==> src/rtl/mux_arb_pkg.sv <==
// Shared constants for the 2:1 lane-mux arbiter front-end.
// Optional build macro: ARB_STRICT_PRIO_EN (lane 0 wins ties instead of round-robin).
package mux_arb_pkg;
   localparam int DEF_DATA_W   = 8;
   localparam int DEF_DEPTH    = 4;
   localparam int DEF_AF_LEVEL = 3;
   localparam int DEF_PTR_W    = $clog2(DEF_DEPTH);
   localparam int DEF_CNT_W    = DEF_PTR_W + 1;
   localparam int LANE0        = 0;
   localparam int LANE1        = 1;
   localparam int NUM_LANES    = 2;
endpackage

==> src/rtl/sync_fifo.sv <==
// Per-lane synchronous FIFO: full pushes are dropped and flagged with a one-cycle ovf pulse.
module sync_fifo
   import mux_arb_pkg::*;
#(
   parameter int DATA_W   = DEF_DATA_W,
   parameter int DEPTH    = DEF_DEPTH,
   parameter int AF_LEVEL = DEF_AF_LEVEL,
   localparam int PW      = $clog2(DEPTH),
   localparam int CW      = PW + 1
) (
   input  logic              clk,
   input  logic              reset_L,
   input  logic              push,
   input  logic [DATA_W-1:0] din,
   input  logic              pop,
   output logic [DATA_W-1:0] dout,
   output logic [CW-1:0]     count,
   output logic              almost_full,
   output logic              ovf
);
   logic [DEPTH-1:0][DATA_W-1:0] mem;
   logic [PW-1:0]                rd_ptr, wr_ptr;
   logic                         full, empty, do_push, do_pop;
   logic [CW-1:0]                cnt_nxt;

   assign full    = (count == CW'(DEPTH));
   assign empty   = (count == '0);
   // Full check uses the pre-edge count, so a same-cycle pop never frees room for the push.
   assign do_push = push && !full;
   assign do_pop  = pop && !empty;
   assign ovf     = push && full;
   assign cnt_nxt = count + CW'(do_push) - CW'(do_pop);
   assign dout    = mem[rd_ptr];

   always_ff @(posedge clk) begin
      if (do_push) mem[wr_ptr] <= din;
   end

   always_ff @(posedge clk or negedge reset_L) begin
      if (!reset_L) begin
         rd_ptr      <= '0;
         wr_ptr      <= '0;
         count       <= '0;
         almost_full <= 1'b0;
      end else begin
         if (do_push) wr_ptr <= wr_ptr + 1'b1;
         if (do_pop)  rd_ptr <= rd_ptr + 1'b1;
         count       <= cnt_nxt;
         almost_full <= (cnt_nxt >= CW'(AF_LEVEL));
      end
   end
endmodule

==> src/rtl/mux2x1_rr_arbiter.sv <==
// Two buffered byte lanes arbitrated into one registered valid/ready stream.
// Optional build macro: ARB_STRICT_PRIO_EN (lane 0 wins when both lanes hold data).
module mux2x1_rr_arbiter
   import mux_arb_pkg::*;
#(
   parameter int DATA_W   = DEF_DATA_W,
   parameter int DEPTH    = DEF_DEPTH,
   parameter int AF_LEVEL = DEF_AF_LEVEL
) (
   input  logic              clk,
   input  logic              reset_L,
   input  logic [DATA_W-1:0] in0,
   input  logic              valid0,
   input  logic [DATA_W-1:0] in1,
   input  logic              valid1,
   input  logic              ready_out,
   output logic [DATA_W-1:0] data_out,
   output logic              valid_out,
   output logic              sel,
   output logic              almost_full0,
   output logic              almost_full1,
   output logic              overflow
);
   localparam int CW = $clog2(DEPTH) + 1;

   logic [NUM_LANES-1:0][DATA_W-1:0] din, dout;
   logic [NUM_LANES-1:0][CW-1:0]     cnt;
   logic [NUM_LANES-1:0]             vin, pop, ne, af, ovf;
   logic                             load, grant, last_grant;

   assign din = {in1, in0};
   assign vin = {valid1, valid0};

   for (genvar i = 0; i < NUM_LANES; i++) begin : g_lane
      assign ne[i]  = (cnt[i] != '0);
      assign pop[i] = load && (grant == 1'(i));
      sync_fifo #(.DATA_W(DATA_W), .DEPTH(DEPTH), .AF_LEVEL(AF_LEVEL)) u_fifo (
         .clk         (clk),
         .reset_L     (reset_L),
         .push        (vin[i]),
         .din         (din[i]),
         .pop         (pop[i]),
         .dout        (dout[i]),
         .count       (cnt[i]),
         .almost_full (af[i]),
         .ovf         (ovf[i])
      );
   end

   assign load         = (!valid_out || ready_out) && (|ne);
   assign almost_full0 = af[LANE0];
   assign almost_full1 = af[LANE1];

   always_comb begin
      grant = 1'(LANE0);
      if (ne[LANE0] && ne[LANE1]) begin
`ifdef ARB_STRICT_PRIO_EN
         grant = 1'(LANE0);
`else
         grant = ~last_grant;
`endif
      end else if (ne[LANE1]) begin
         grant = 1'(LANE1);
      end
   end

   // last_grant resets to lane 1 so the first contested grant goes to lane 0.
   always_ff @(posedge clk or negedge reset_L) begin
      if (!reset_L) begin
         data_out   <= '0;
         valid_out  <= 1'b0;
         sel        <= 1'b0;
         last_grant <= 1'b1;
         overflow   <= 1'b0;
      end else begin
         overflow <= overflow | (|ovf);
         if (load) begin
            data_out   <= dout[grant];
            valid_out  <= 1'b1;
            sel        <= grant;
            last_grant <= grant;
         end else if (valid_out && ready_out) begin
            valid_out <= 1'b0;
         end
      end
   end
endmodule

==> config.mk <==
export PLATFORM = sky130hd
export DESIGN_NAME = mux2x1_rr_arbiter
export DESIGN_NICKNAME = d
export VERILOG_FILES = /design/src/rtl/mux_arb_pkg.sv /design/src/rtl/sync_fifo.sv /design/src/rtl/mux2x1_rr_arbiter.sv
export SDC_FILE = /design/constraint.sdc
export NUM_CORES = 1
export LEC_CHECK = 0
export CAP_MARGIN = 25
export CORE_UTILIZATION = 57
export CTS_CLUSTER_DIAMETER = 80
export DETAILED_ROUTE_END_ITERATION = 8
export HOLD_SLACK_MARGIN = 0.12
export PLACE_DENSITY = 0.79
export SYNTH_ARGS = -nofsm -noshare
export SYNTH_HDL_FRONTEND = slang
export SYNTH_HIERARCHICAL = 1
export SYNTH_SLANG_ARGS = --single-unit
==> constraint.sdc <==
create_clock -name clk -period 3.7 [get_ports clk]
set_input_delay 0.74 -clock clk [delete_from_list [all_inputs] [get_ports clk]]
set_output_delay 0.74 -clock clk [all_outputs]
set_load 0.01 [all_outputs]
== Yosys cells after proc, flatten, opt, wreduce, memory -nomap -nowiden ==
Cells that the tools add are included.
W data, S select, Z words.
Word-level totals
  register bits: 92
  input port bits: 21
  logic and storage cells: 85
Cells by class
  add/subtract/negate cells: 8
  magnitude comparators: 9
  equality and inequality tests: 2
  mux-type cells: 16
  bitwise logic cells: 3
  reductions and logical operators: 26
Operators with widths (count)
  $bwmux W32: 2
  $mux W8: 6
  $bmux W8 S2: 2
  $demux W8 S2: 2
  $logic_and A1 B1 Y1: 13
  $lt A2 B3 Y1 const B: 4
  $add A2 B1 Y2 const B: 4
  $add A3 B1 Y3: 2
  $eq A3 B3 Y1 const B: 2
  $ge A3 B2 Y1 const B: 2
  $logic_not A3 Y1: 2
  $reduce_bool A3 Y1: 2
  $sub A3 B1 Y3: 2
  $logic_not A1 Y1: 5
  $ge A2 B1 Y1 const B: 2
  $mux W1: 4
  $reduce_or A2 Y1: 2
  $lt A1 B2 Y1 const B: 1
  $not A1 Y1: 2
  $reduce_bool A2 Y1: 1
  $logic_or A1 B1 Y1: 1
  $or A1 B1 Y1: 1

== Logic depth before layout (Yosys ltp) ==
Gate-level depths: netlist of the first run.
  depth in word-level cells: 8
  mapped depth: 12
  mapped depth without buffers: 11

== Cells and area by module ==
The synthesis of the first run kept the hierarchy.
Modules (own cells, without submodules)
  sync_fifo (g_lane[1].u_fifo): instances 1, cells an instance 85, area an instance 1666.6 um^2, sequential area each 1161.1 um^2
  sync_fifo (g_lane[0].u_fifo): instances 1, cells an instance 83, area an instance 1651.6 um^2, sequential area each 1161.1 um^2
  mux2x1_rr_arbiter: instances 1, cells an instance 64, area an instance 664.4 um^2, sequential area each 301.5 um^2

== Least setup slack after synthesis of the first run ==
Ideal clock, no wire load.
  kind: register to register
  start point: reg g_lane[1].u_fifo.count[1]
  end point: reg g_lane[0].u_fifo.almost_full
  arrival: 2.676 ns
  slack: 0.906 ns
  stages on the path, launching flop included: 13
  period minus slack after synthesis: 2.794 ns
  cells stage by stage: dfrtp_1 > or3_4 > buf_6 > a221o_1 > buf_6 > inv_1 > o31a_1 > ha_1 > inv_1 > ha_1 > fa_1 > xnor3_1 > a21o_1
On the way
  cells in the longest elaborated chain, start to end: 8
  elaborated cells between the ends (all ways): 11
  those cells by class: add/sub (1); order compare (1); mux (2); bitwise (1); reduce/logical (6)
RTL lines
  start, declared: RTL line sync_fifo.sv:17  | output logic [CW-1:0] count,
  start signal, assigned: RTL line sync_fifo.sv:48  | count <= cnt_nxt;
  $reduce_bool A3 Y1 (*): RTL line mux2x1_rr_arbiter.sv:35  | assign ne[i] = (cnt[i] != '0);
  $mux W1 or $logic_and A1 B1 Y1 (tied branches): RTL line mux2x1_rr_arbiter.sv:62, mux2x1_rr_arbiter.sv:56
  $mux W1: RTL line mux2x1_rr_arbiter.sv:56  | if (ne[LANE0] && ne[LANE1]) begin
  $not A1 Y1: RTL line mux2x1_rr_arbiter.sv:36  | assign pop[i] = load && (grant == 1'(i));
  $logic_and A1 B1 Y1 (*): RTL line mux2x1_rr_arbiter.sv:36
  net pop[0]: RTL line mux2x1_rr_arbiter.sv:28  | logic [NUM_LANES-1:0] vin, pop, ne, af, ovf;
  $logic_and A1 B1 Y1 (*): RTL line sync_fifo.sv:30  | assign do_pop = pop && !empty;
  net g_lane[0].u_fifo.do_pop: RTL line sync_fifo.sv:23  | logic full, empty, do_push, do_pop;
  $sub A3 B1 Y3 (*): RTL line sync_fifo.sv:32  | assign cnt_nxt = count + CW'(do_push) - CW'(do_pop);
  net g_lane[0].u_fifo.cnt_nxt[2]: RTL line sync_fifo.sv:24  | logic [CW-1:0] cnt_nxt;
  $ge A3 B2 Y1 (*): RTL line sync_fifo.sv:49  | almost_full <= (cnt_nxt >= CW'(AF_LEVEL));
  end signal, assigned: RTL line sync_fifo.sv:49
  end, declared: RTL line sync_fifo.sv:18  | output logic almost_full,
Mark *: on every way through the listed nets, which the timed path passes. The rest lies on a longest branch.
A chain may end at the register's enable or synchronous reset.

== Final worst setup path of the first run ==
  start point: reg g_lane[0].u_fifo.count[1]
  end point: reg g_lane[1].u_fifo.almost_full
On the way
  cells in the longest elaborated chain, start to end: 7
  elaborated cells between the ends (all ways): 9
  those cells by class: add/sub (1); order compare (1); mux (1); reduce/logical (6)
RTL lines (RTL line)
  start, declared: sync_fifo.sv:17
  start signal, assigned: sync_fifo.sv:48
  $reduce_bool A3 Y1 (*): mux2x1_rr_arbiter.sv:35
  $reduce_or A2 Y1 or $logic_and A1 B1 Y1 (tied branches): mux2x1_rr_arbiter.sv:50, mux2x1_rr_arbiter.sv:56
  $logic_and A1 B1 Y1 or $mux W1 (tied branches): mux2x1_rr_arbiter.sv:50, mux2x1_rr_arbiter.sv:56
  $logic_and A1 B1 Y1 (*): mux2x1_rr_arbiter.sv:36
  net pop[1]: mux2x1_rr_arbiter.sv:28
  $logic_and A1 B1 Y1 (*): sync_fifo.sv:30
  net g_lane[1].u_fifo.do_pop: sync_fifo.sv:23
  $sub A3 B1 Y3 (*): sync_fifo.sv:32
  $ge A3 B2 Y1 (*): sync_fifo.sv:49
  end signal, assigned: sync_fifo.sv:49
  end, declared: sync_fifo.sv:18
Marked as above.

==> metrics.md, run 1 <==
| Metric | Value |
|---|---|
| Flip-flop and latch count after synthesis | `92` |
| Transition at the pin with the smallest max-transition slack | `~0.74 ns` |
| Final design instance area without fill | `around 4600 um^2` |
| Clock Latency Late Sink | `0.35 ns` |
| Static leakage power | `~0.0017 uW` |
| Sum of negative setup slack | `0 ns` |
| Number of flops mapped to enable cells by yosys | `64` |
| Clock power frac | `17.2%` |
| Diode insertion count for antenna repair | `0` |
| Placed Instance Area | `4380 um^2` |
| Clock-pin slew reported for the worst setup and hold paths after clock tree synthesis | `0.09 ns` |
| Number of buffers inserted during clock tree synthesis | `9` |
| Count of different cell masters after synthesis | `37` |
| Highest attainable clock frequency | `0.349 GHz` |
| Worst setup path class | `flop to flop` |
| Type of element capturing the critical path | `flop` |
| Switching power summed over all nets | `1180 uW` |
| Time the worst path needs with I/O delays and setup | `2.87 ns` |
| Mean area per synthesized cell | `17.2 um^2` |
| Classification of the worst-slack hold path | `flop to flop` |
| Pin count of the biggest net entering global routing | `29` |
| Unrepaired setup endpoints after global routing | `false` |
| Initial core utilization | `between 50% and 60%` |
| Vias in the first global route | `2146` |
| Average vias per placed instance | `5.72` |
| Pins over their slew limit | `0` |
| Slew headroom | `50.5%` |
| Share of the cycle needed by the critical path after routing | `just under 80%` |
| Deepest clock path buffer count | `2` |
| Total number of vias | `a little over 2000` |
| Status | `completed` |
| Required time of the worst setup path | `approximately 4 ns` |
| Number of filler instances in the final layout | `~470` |
| Chip height | `85.6 um` |
| Share of total power consumed by net switching | `33.5%` |
| Sequential cell area fraction in the yosys report | `65.9%` |
| Multi-input gate area in the final layout | `1180 um^2` |
| Worst Hold Margin | `0.499 ns` |
| H-tree Lvls | `3` |
| Clk Tree Root Cell | `sky130_fd_sc_hd__clkbuf_8` |
| Syn Nets | `267` |
| Width of the chip | `about 86 um` |
| Power share of the sequential group | `48.1%` |
| Worst path bufs/invs | `3` |
| Number of setup buffers added after CTS | `0` |
| Startpoint kind of the worst setup timing path | `flop` |
| Cell area after synthesis | `3980 um^2` |
| Synth area leaders | `sky130_fd_sc_hd__edfxtp_1 (48%), sky130_fd_sc_hd__dfrtp_1 (17%), sky130_fd_sc_hd__mux4_2 (9.0%)` |
| Synth Instances | `~230` |
| Tot GR Track Use | `20.2%` |
| Hpwl dp | `4450 um` |
| Final setup viols | `0` |
| Fin nets | `307` |
| CP top delay family | `compound AO/OA/AOI/OAI gates` |
| Number of buffers added on ports | `33` |
| Number of failing hold endpoints at the final stage | `0` |
| Remaining global-route overflow | `0` |
| Worst endpoint data arrival time | `a little over 3 ns` |
| Number of iterations in the first detailed-routing pass | `4` |
| Initial antenna violation count | `0` |
| Crit path max-delay cell type | `sky130_fd_sc_hd__o31ai_2` |
| Total area of sequential cells | `approximately 2600 um^2` |
| Max Cap Violations | `0` |
| Maximum ir drop on the vdd rail | `519 uV` |
| Number of warnings printed during yosys synthesis | `6` |
| Leading post-synthesis cells by instance count | `sky130_fd_sc_hd__edfxtp_1 (64), sky130_fd_sc_hd__inv_1 (33), sky130_fd_sc_hd__dfrtp_1 (27)` |
| Number of hold buffers added after cts | `0` |
| Area Growth Syn to Fin | `14.6%` |
| Most common cell in the synthesized netlist | `sky130_fd_sc_hd__edfxtp_1` |
| WL/cell | `17.8 um` |
| DRC marker count from the first detailed-route iteration | `around 120` |
| TritonCTS clock tree | `yes` |
| Final core area utilization | `between 60% and 70%` |
| Worst-path cell chain | `o31ai_2, nand3_1, inv_1, o31a_1, ha_1, inv_1, ha_1, inv_1, fa_1, xnor3_2, o21ai_2` |
| Yosys top cell area share | `48.3%` |
| Post-cts sizing count | `0` |
| Setup skew after layout | `0.00821 ns` |
| Share of total power in combinational logic | `roughly 35%` |
| Share of layout cells above drive strength 1 | `18.4%` |
| Most used flip-flop cell after synthesis | `sky130_fd_sc_hd__edfxtp_1` |
| Top-level port count | `34` |
| TritonCTS Sinks | `92` |
| Overall routed net length | `6340 um` |
| Global-route wire length before repair | `10800 um` |
| Power density over the cells | `772 nW/um^2` |
| Cell type with the highest aggregate area in the netlist | `sky130_fd_sc_hd__edfxtp_1` |
| Internal power | `2340 uW` |
| Highest net fanout along the worst path | `9` |
| CP dominant cell by count | `sky130_fd_sc_hd__inv_1` |
| Standard-cell row count | `30` |
| Post-route DRC violation count | `0` |
| FFs w/ async S/R, synth | `30.4%` |
| CORE AREA | `6760 um^2` |
| ANT nets after route | `0` |
| Die footprint | `7330 um^2` |
| Worst reg-to-reg setup slack | `0.83 ns` |
| Final Wtd Congestion | `0.735` |
| Slowest cell delay on critical path | `~0.64 ns` |
[per-layer routing]
metal / part of all wire (%) / vias up / GRT usage, %
met2: 50 / 37 / 30.4
met4: 0.95 / 0 / 8.94
met1: 46 / 1031 / 29.1
li1: - / 970 / -
met3: 3.2 / 4 / 4.04
met5: 0 / - / 0
[state kept, by name (all words and copies together) (netlist names)]
name                       flops
g_lane.u_fifo/count            6
g_lane.u_fifo/almost_full      2
overflow                       1
g_lane.u_fifo/rd_ptr           4
g_lane.u_fifo/mem             64
last_grant                     1
sel                            1
data_out                       8
g_lane.u_fifo/wr_ptr           4
valid_out                      1
[placed cells by master (no fill, tap or decap), types with 3 or more instances in the layout]
cell,instances
sky130_fd_sc_hd__edfxtp_1,64
sky130_fd_sc_hd__dfrtp_1,27
sky130_fd_sc_hd__clkbuf_8,9
sky130_fd_sc_hd__mux4_2,16
sky130_fd_sc_hd__nand4bb_1,4
sky130_fd_sc_hd__o211ai_1,4
sky130_fd_sc_hd__clkdlybuf4s50_1,33
sky130_fd_sc_hd__buf_4,3
sky130_fd_sc_hd__o221ai_2,8
sky130_fd_sc_hd__ha_1,12
sky130_fd_sc_hd__and3b_1,8
sky130_fd_sc_hd__inv_1,33
sky130_fd_sc_hd__nand2b_1,9
sky130_fd_sc_hd__nand4_1,8
[power groups by stage]
stage / clock (uW) / combinational, uW / sequential (uW)
after CTS: 626 / 1240 / 1710
final: 608 / 1220 / 1700
after floorplan: 0 / 979 / 1610
after detailed placement: 0 / 1230 / 1730
after global placement: 0 / 1190 / 1720
after global routing: 669 / 1360 / 1750
[through the flow]
step / power [uW] / worst slack, ns / std cells
floorplan: 2580 / 0.906 / 232
CTS: 3570 / 0.809 / 357
global route: 3780 / 0.569 / 357
global placement: 2910 / 0.702 / 341
detailed placement: 2960 / 0.651 / 341
finish: 3530 / 0.833 / 357
[cells by family (layout without fill, tap and decap cells)]
logic type	Yosys count	in the layout	share of synthesized area, %
xor+xnor	6	6	2.04
mux	16	16	9.05
flops	92	92	65.9
simple gates	41	41	7.63
compound gates	23	23	6.16
fa+ha+maj	14	14	4.78
buf+inv	40	85	4.46
[layout make-up]
class	count	area share, %
Clock buffer	9	2.71
Clock inverter	7	1.29
Inverter	33	2.71
Multi-Input combinational cell	100	25.9
Sequential cell	92	57.5
Tap cell	80	2.19
Timing Repair Buffer	36	7.73
[path summary, 6_finish.rpt]
kind / start / endpoint / depth (start not counted)
max reg2reg: g_lane[0].u_fifo/count[1]$_DFF_PN0_ / g_lane[1].u_fifo/almost_full$_DFF_PN0_ / 11
max in group asynchronous: reset_L / last_grant$_DFFE_PN1P_ / 2
max: g_lane[0].u_fifo/count[1]$_DFF_PN0_ / g_lane[1].u_fifo/almost_full$_DFF_PN0_ / 11
min in group asynchronous: reset_L / g_lane[0].u_fifo/almost_full$_DFF_PN0_ / 2
min: overflow$_DFF_PN0_ / overflow$_DFF_PN0_ / 1
min reg2reg: overflow$_DFF_PN0_ / overflow$_DFF_PN0_ / 1
Power figures use the tool's default switching activity.
==> run 2, diff against run 1 <==
--- a/config.mk
+++ b/config.mk
@@ -6,11 +6,11 @@
 export NUM_CORES = 1
 export LEC_CHECK = 0
 export CAP_MARGIN = 25
-export CORE_UTILIZATION = 57
+export CORE_UTILIZATION = 52
 export CTS_CLUSTER_DIAMETER = 80
 export DETAILED_ROUTE_END_ITERATION = 8
 export HOLD_SLACK_MARGIN = 0.12
-export PLACE_DENSITY = 0.79
+export PLACE_DENSITY = 0.76
 export SYNTH_ARGS = -nofsm -noshare
 export SYNTH_HDL_FRONTEND = slang
 export SYNTH_HIERARCHICAL = 1
==> constraint.sdc (replaced) <==
create_clock -name clk -period 2.39 [get_ports clk]
set_input_delay 0.478 -clock clk [delete_from_list [all_inputs] [get_ports clk]]
set_output_delay 0.478 -clock clk [all_outputs]
set_load 0.01 [all_outputs]
==> run 2 against run 1 <==
Net effect: the flow now finishes with violations (negative setup slack); sequential share of layout area fell by 2.4 points; count of clock-buffer cells in the layout rose by 1; worst setup slack got worse by 0.97 ns; non-clock buffer count increased by 20; core utilization fell by 2.5 points; combinational power grew 87%; critical path depth is 2 lower; power increased by 63%; final cell count increased by 11%; global-route usage shrank 1.3 points; first-iteration DRC count shrank 26%; maximum frequency rose by 13%; critical endpoint is now g_lane[0].u_fifo/almost_full$_DFF_PN0_; largest cell class unchanged.
==> metrics.md, run 2 (synthesis results as in run 1) <==
| Metric | Value |
|---|---|
| Pins over their slew limit | `0` |
| Tot GR Track Use | `18.9%` |
| Final design instance area without fill | `4770 um^2` |
| Number of iterations in the first detailed-routing pass | `4` |
| Final Wtd Congestion | `around 0.72` |
| Average vias per placed instance | `5.40` |
| Overall routed net length | `6780 um` |
| Setup skew after layout | `0.00880 ns` |
| Minimum setup slack after placement | `-0.403 ns` |
| Highest net fanout along the worst path | `2` |
| Number of failing hold endpoints at the final stage | `0` |
| Static leakage power | `approximately 0.0018 uW` |
| Commonest cells after routing, fill and taps aside | `sky130_fd_sc_hd__edfxtp_1 (64), sky130_fd_sc_hd__clkdlybuf4s50_1 (33), sky130_fd_sc_hd__inv_1 (29)` |
| Width of the chip | `89.5 um` |
| Total number of vias | `2139` |
| Worst endpoint data arrival time | `2.77 ns` |
| Most common library cell in the layout ignoring fill and taps | `sky130_fd_sc_hd__edfxtp_1` |
| Diode insertion count for antenna repair | `0` |
| Status | `complete, but fails checks` |
| Type of element capturing the critical path | `flop` |
| CORE AREA | `7330 um^2` |
| WL/cell | `17.1 um` |
| Worst setup path class | `flop to flop` |
| Share of the cycle needed by the critical path after routing | `106%` |
| Transition at the pin with the smallest max-transition slack | `approximately 0.58 ns` |
| Beginning of the worst register-to-register path | `g_lane[1].u_fifo/count[2]$_DFF_PN0_` |
| Number of buffers inserted during clock tree synthesis | `9` |
| Top register by number of flip-flops | `g_lane.u_fifo/mem` |
| Power density over the cells | `roughly 1200 nW/um^2` |
| Max Cap Violations | `0` |
| Remaining global-route overflow | `0` |
| Post-route DRC violation count | `0` |
| Final setup viols | `1` |
| Flip-flop count of the largest register, all copies and words added | `64` |
| Startpoint kind of the worst setup timing path | `flop` |
| Clock-pin slew reported for the worst setup and hold paths after clock tree synthesis | `roughly 0.09 ns` |
| Deepest clock path buffer count | `2` |
| Die footprint | `8010 um^2` |
| Classification of the worst-slack hold path | `flop to flop` |
| Standard-cell row count | `31` |
| Area Growth Syn to Fin | `19.7%` |
| Critical R2R Capture | `g_lane[0].u_fifo/almost_full$_DFF_PN0_` |
| DRC marker count from the first detailed-route iteration | `86` |
| ANT nets after route | `0` |
| Hpwl dp | `4770 um` |
| Slew headroom | `about three fifths` |
| Number of buffers added on ports | `33` |
| Pin count of the biggest net entering global routing | `29` |
| Initial core utilization | `between 50% and 60%` |
| Fin nets | `327` |
| Chip height | `approximately 90 um` |
| Time the worst path needs with I/O delays and setup | `2.53 ns` |
| Required time of the worst setup path | `between 2 and 3 ns` |
| Placed Instance Area | `around 4500 um^2` |
| Clock Latency Late Sink | `around 0.36 ns` |
| Initial antenna violation count | `0` |
| TritonCTS Sinks | `92` |
| Top flop regs | `g_lane.u_fifo/mem (64), data_out (8), g_lane.u_fifo/count (6)` |
| Vias in the first global route | `2234` |
| Unrepaired setup endpoints after global routing | `true` |
| Highest attainable clock frequency | `0.396 GHz` |
| Number of hold buffers added after cts | `0` |
| TritonCTS clock tree | `yes` |
| FF-to-FF path depth | `9` |
| Launching instance or port of the critical path | `g_lane[1].u_fifo/count[2]$_DFF_PN0_` |
| Worst Setup EP | `g_lane[0].u_fifo/almost_full$_DFF_PN0_` |
| Violated checks | `negative setup slack` |
| Maximum ir drop on the vdd rail | `847 uV` |
| Top-level port count | `34` |
| Worst path setup slack after routing | `-0.136 ns` |
| Share of layout cells above drive strength 1 | `a little over a quarter` |
| Global-route wire length before repair | `10800 um` |
| Clk Tree Root Cell | `sky130_fd_sc_hd__clkbuf_8` |
| Hold path start | `overflow$_DFF_PN0_` |
| Worst reg-to-reg setup slack | `-0.14 ns` |
| H-tree Lvls | `3` |
run 2: changes by cell type in the layout (fill, tap and decap cells not counted), sizes merged:
cell    before  now
clkbuf       9   10
buf          3   23
inv         36   35
run 2: where the power goes:
part           internal [uW]  switching (uW)  total [uW]
sequential              2200             352        2550
combinational           1250            1030        2280
clock                    388             549         937
total                   3830            1930        5760
run 2: final cells by class:
class	count	area, um^2
fillers	514	2560
repair buffers	56	507
clock buffers	10	128
inverters	33	124
multi-input cells	100	1210
flip-flops and latches	92	2630
well taps	99	124
clock inverters	6	47.5
run 2: repair_timing:
item,4_1_cts,5_1_grt
setup endpoints to repair,4,6
buffers inserted,1,2
hold endpoints to repair,0,0
pin swaps,2,3
gates resized for setup,0,9
run 2: critical path, cell delays in order (launching register included):
cell                      delay (ns)
sky130_fd_sc_hd__dfrtp_1        0.40
sky130_fd_sc_hd__or3_4          0.41
sky130_fd_sc_hd__a221o_1        0.34
sky130_fd_sc_hd__inv_2          0.06
sky130_fd_sc_hd__o31a_1         0.14
sky130_fd_sc_hd__ha_1           0.23
sky130_fd_sc_hd__inv_1          0.06
sky130_fd_sc_hd__ha_2           0.16
sky130_fd_sc_hd__fa_2           0.44
sky130_fd_sc_hd__a21o_1         0.17
run 2: stage by stage:
stage / setup TNS (ns) / total power (uW) / utilization (%) / hold slack (ns) / std cells
3_5_place_dp: -1.65 / 4790 / 61.9 / 0.453 / 377
5_1_grt: -0.568 / 6150 / 65.0 / 0.516 / 396
4_1_cts: -0.492 / 5740 / 64.4 / 0.486 / 394
3_3_place_gp: -1.46 / 4690 / 61.9 / 0.459 / 377
2_1_floorplan: -1.09 / 4010 / - / 0.182 / 232
6_report: -0.136 / 5760 / 65.0 / 0.473 / 396
run 2: worst min path at each step:
stage / end / slack [ns] / cells past startpoint
after CTS: overflow$_DFF_PN0_ / 0.49 / 1
after detailed placement: overflow$_DFF_PN0_ / 0.45 / 1
after global placement: overflow$_DFF_PN0_ / 0.46 / 1
after floorplan: data_out[0]$_DFFE_PN0P_ / 0.18 / 0
after global routing: overflow$_DFF_PN0_ / 0.52 / 1
final: overflow$_DFF_PN0_ / 0.47 / 1
run 2: metal layers:
| layer | up-vias | GRT usage, % | wire length [um] |
|---|---|---|---|
| met5 | - | 0 | 0 |
| met1 | 1068 | 24.1 | 2950 |
| li1 | 1010 | - | - |
| met4 | 0 | 8.23 | 121 |
| met3 | 9 | 4.16 | 252 |
| met2 | 52 | 31.6 | 3460 |
==> run 3, diff against run 2 <==
--- a/config.mk
+++ b/config.mk
@@ -10,7 +10,8 @@
 export CTS_CLUSTER_DIAMETER = 80
 export DETAILED_ROUTE_END_ITERATION = 8
 export HOLD_SLACK_MARGIN = 0.12
-export PLACE_DENSITY = 0.76
+export PLACE_DENSITY = 0.83
+export REMOVE_ABC_BUFFERS = 1
 export SYNTH_ARGS = -nofsm -noshare
 export SYNTH_HDL_FRONTEND = slang
 export SYNTH_HIERARCHICAL = 1
==> run 3 against run 2 <==
Net effect: the run still ends with negative setup slack left; power up 2.8%; count of clock-buffer cells in the layout fell by 1; register-to-register slack about the same; first-iteration DRC count up 4.7%; non-clock buffer count increased by 6; wire length rose by 3.3%; maximum frequency increased by 0.34%; final cell count rose by 1.5%; worst hold slack better by 0.0020 ns; worst setup slack improved by 0.0086 ns; core utilization up 0.65 points; largest power group unchanged.
==> metrics.md, run 3 (synthesis results as in run 1) <==
| Metric | Value |
|---|---|
| Status | `complete, but fails checks` |
| Violated checks | `negative setup slack` |
| Number of buffers added on ports | `33` |
| Total number of vias | `2135` |
| Area Growth Syn to Fin | `20.9%` |
| Maximum ir drop on the vdd rail | `581 uV` |
| Max Cap Violations | `0` |
| Setup skew after layout | `0.0134 ns` |
| Number of buffers inserted during clock tree synthesis | `9` |
| Chip height | `89.5 um` |
| Power density over the cells | `1230 nW/um^2` |
| TritonCTS clock tree | `yes` |
| Clock-pin slew reported for the worst setup and hold paths after clock tree synthesis | `0.10 ns` |
| Pins over their slew limit | `0` |
| Placed Instance Area | `4540 um^2` |
| Initial core utilization | `between 50% and 60%` |
| Worst endpoint data arrival time | `around 2.8 ns` |
| Worst path bufs/invs | `5` |
| Final core area utilization | `65.7%` |
| Number of filler instances in the final layout | `about 500` |
| WL/cell | `roughly 17 um` |
| Required time of the worst setup path | `between 2 and 3 ns` |
| Static leakage power | `0.00186 uW` |
| Sum of negative setup slack | `-0.495 ns` |
| Worst-path cell chain | `or3_4, buf_4, buf_6, nand3_4, inv_2, o31a_1, ha_1, inv_1, ha_2, inv_1, fa_2, xnor3_2, o21ai_2` |
| CORE AREA | `7330 um^2` |
| Final Wtd Congestion | `0.702` |
| Top flop regs | `g_lane.u_fifo/mem (64), data_out (8), g_lane.u_fifo/count (6)` |
| Global-route wire length before repair | `10900 um` |
| Width of the chip | `89.5 um` |
| Fin nets | `333` |
| Clk Tree Root Cell | `sky130_fd_sc_hd__clkbuf_8` |
| Pin count of the biggest net entering global routing | `29` |
| Top-level port count | `34` |
| Crit path max-delay cell type | `sky130_fd_sc_hd__dfrtp_1` |
| DRC marker count from the first detailed-route iteration | `90` |
| Time the worst path needs with I/O delays and setup | `2.52 ns` |
| Clock Latency Late Sink | `0.37 ns` |
| Sum of internal, switching and leakage power | `5920 uW` |
| Overall routed net length | `7000 um` |
| Most common library cell in the layout ignoring fill and taps | `sky130_fd_sc_hd__edfxtp_1` |
| Share of the cycle needed by the critical path after routing | `105%` |
| Commonest cells after routing, fill and taps aside | `sky130_fd_sc_hd__edfxtp_1 (64), sky130_fd_sc_hd__clkdlybuf4s50_1 (33), sky130_fd_sc_hd__inv_1 (31)` |
| Top register by number of flip-flops | `g_lane.u_fifo/mem` |
| Hpwl dp | `slightly below 5000 um` |
| TritonCTS Sinks | `92` |
| Final design instance area without fill | `slightly below 5000 um^2` |
| Slowest cell delay on critical path | `0.40 ns` |
| Final setup viols | `5` |
| Number of failing hold endpoints at the final stage | `0` |
| Startpoint kind of the worst setup timing path | `flop` |
| Remaining global-route overflow | `0` |
| Type of element capturing the critical path | `flop` |
| Deepest clock path buffer count | `2` |
| Number of iterations in the first detailed-routing pass | `4` |
| Transition at the pin with the smallest max-transition slack | `0.586 ns` |
| Average vias per placed instance | `5.31` |
| CP top delay family | `adder cells` |
| Initial antenna violation count | `0` |
| Post-route DRC violation count | `0` |
| Highest attainable clock frequency | `0.397 GHz` |
| Worst path setup slack after routing | `-0.128 ns` |
| Slew headroom | `60.9%` |
| Die footprint | `8010 um^2` |
| Tot GR Track Use | `about a fifth` |
| Unrepaired setup endpoints after global routing | `true` |
| ANT nets after route | `0` |
| Flip-flop count of the largest register, all copies and words added | `64` |
| H-tree Lvls | `3` |
| Worst setup path class | `flop to flop` |
| Standard-cell row count | `31` |
| CP dominant cell by count | `sky130_fd_sc_hd__inv_1` |
| Highest net fanout along the worst path | `2` |
| Worst Hold Margin | `around 0.47 ns` |
| Diode insertion count for antenna repair | `0` |
| Vias in the first global route | `2121` |
| Number of hold buffers added after cts | `0` |
| Share of layout cells above drive strength 1 | `~27%` |
| Classification of the worst-slack hold path | `input port to async pin` |
-- run 3: changes by cell type in the layout (fill, tap and decap cells not counted), sizes merged --
cell      change
buf           +6
clkbuf        -1
clkinv        +1
clkinvlp      -1
inv           +1
-- run 3: layout make-up --
type	count	area, um^2	share of cell area, %
repair buffers	62	552	11.5
multi-input cells	100	1200	24.9
flip-flops and latches	92	2620	54.5
clock inverters	7	67.6	1.40
inverters	33	124	2.57
well taps	99	124	2.57
clock buffers	9	124	2.57
-- run 3: final timing paths --
kind | start | to | cells past startpoint | slack [ns]
setup / recovery | g_lane[1].u_fifo/count[2]$_DFF_PN0_ | g_lane[1].u_fifo/almost_full$_DFF_PN0_ | 13 | -0.13
hold reg to reg | overflow$_DFF_PN0_ | overflow$_DFF_PN0_ | 1 | 0.51
setup reg to reg | g_lane[1].u_fifo/count[2]$_DFF_PN0_ | g_lane[1].u_fifo/almost_full$_DFF_PN0_ | 13 | -0.13
max in group asynchronous | reset_L | last_grant$_DFFE_PN1P_ | 2 | 1.59
min in group clk | overflow$_DFF_PN0_ | overflow$_DFF_PN0_ | 1 | 0.51
hold / removal | reset_L | g_lane[1].u_fifo/count[1]$_DFF_PN0_ | 2 | 0.47
-- run 3: layer usage --
metal  global-route usage (%)  up-vias  wire, um
li1                         -     1013         -
met1                     26.2     1077      3120
met2                     31.3       36      3590
met3                     5.08        9       192
met4                     6.93        0       101
met5                        0        -         0
-- run 3: metrics by stage --
stage / setup slack, ns / cells
2_1_floorplan: -0.393 / 225
3_3_place_gp: -0.332 / 378
3_5_place_dp: -0.377 / 378
4_1_cts: -0.128 / 400
5_1_grt: -0.225 / 402
6_report: -0.128 / 402
-- run 3: what timing repair did --
item / 4_1_cts / 5_1_grt
cloned: 0 / 0
gates resized for setup: 5 / 3
setup buffers: 6 / 2
pin swaps: 2 / 2
endpoints found under the setup margin: 5 / 6
-- run 3: where the power goes --
group	total, uW	leakage [uW]	switching (uW)	internal, uW
Sequential	2550	0.000911	358	2190
Combinational	2370	0.000854	1050	1310
Clock	1000	0.0000989	601	403
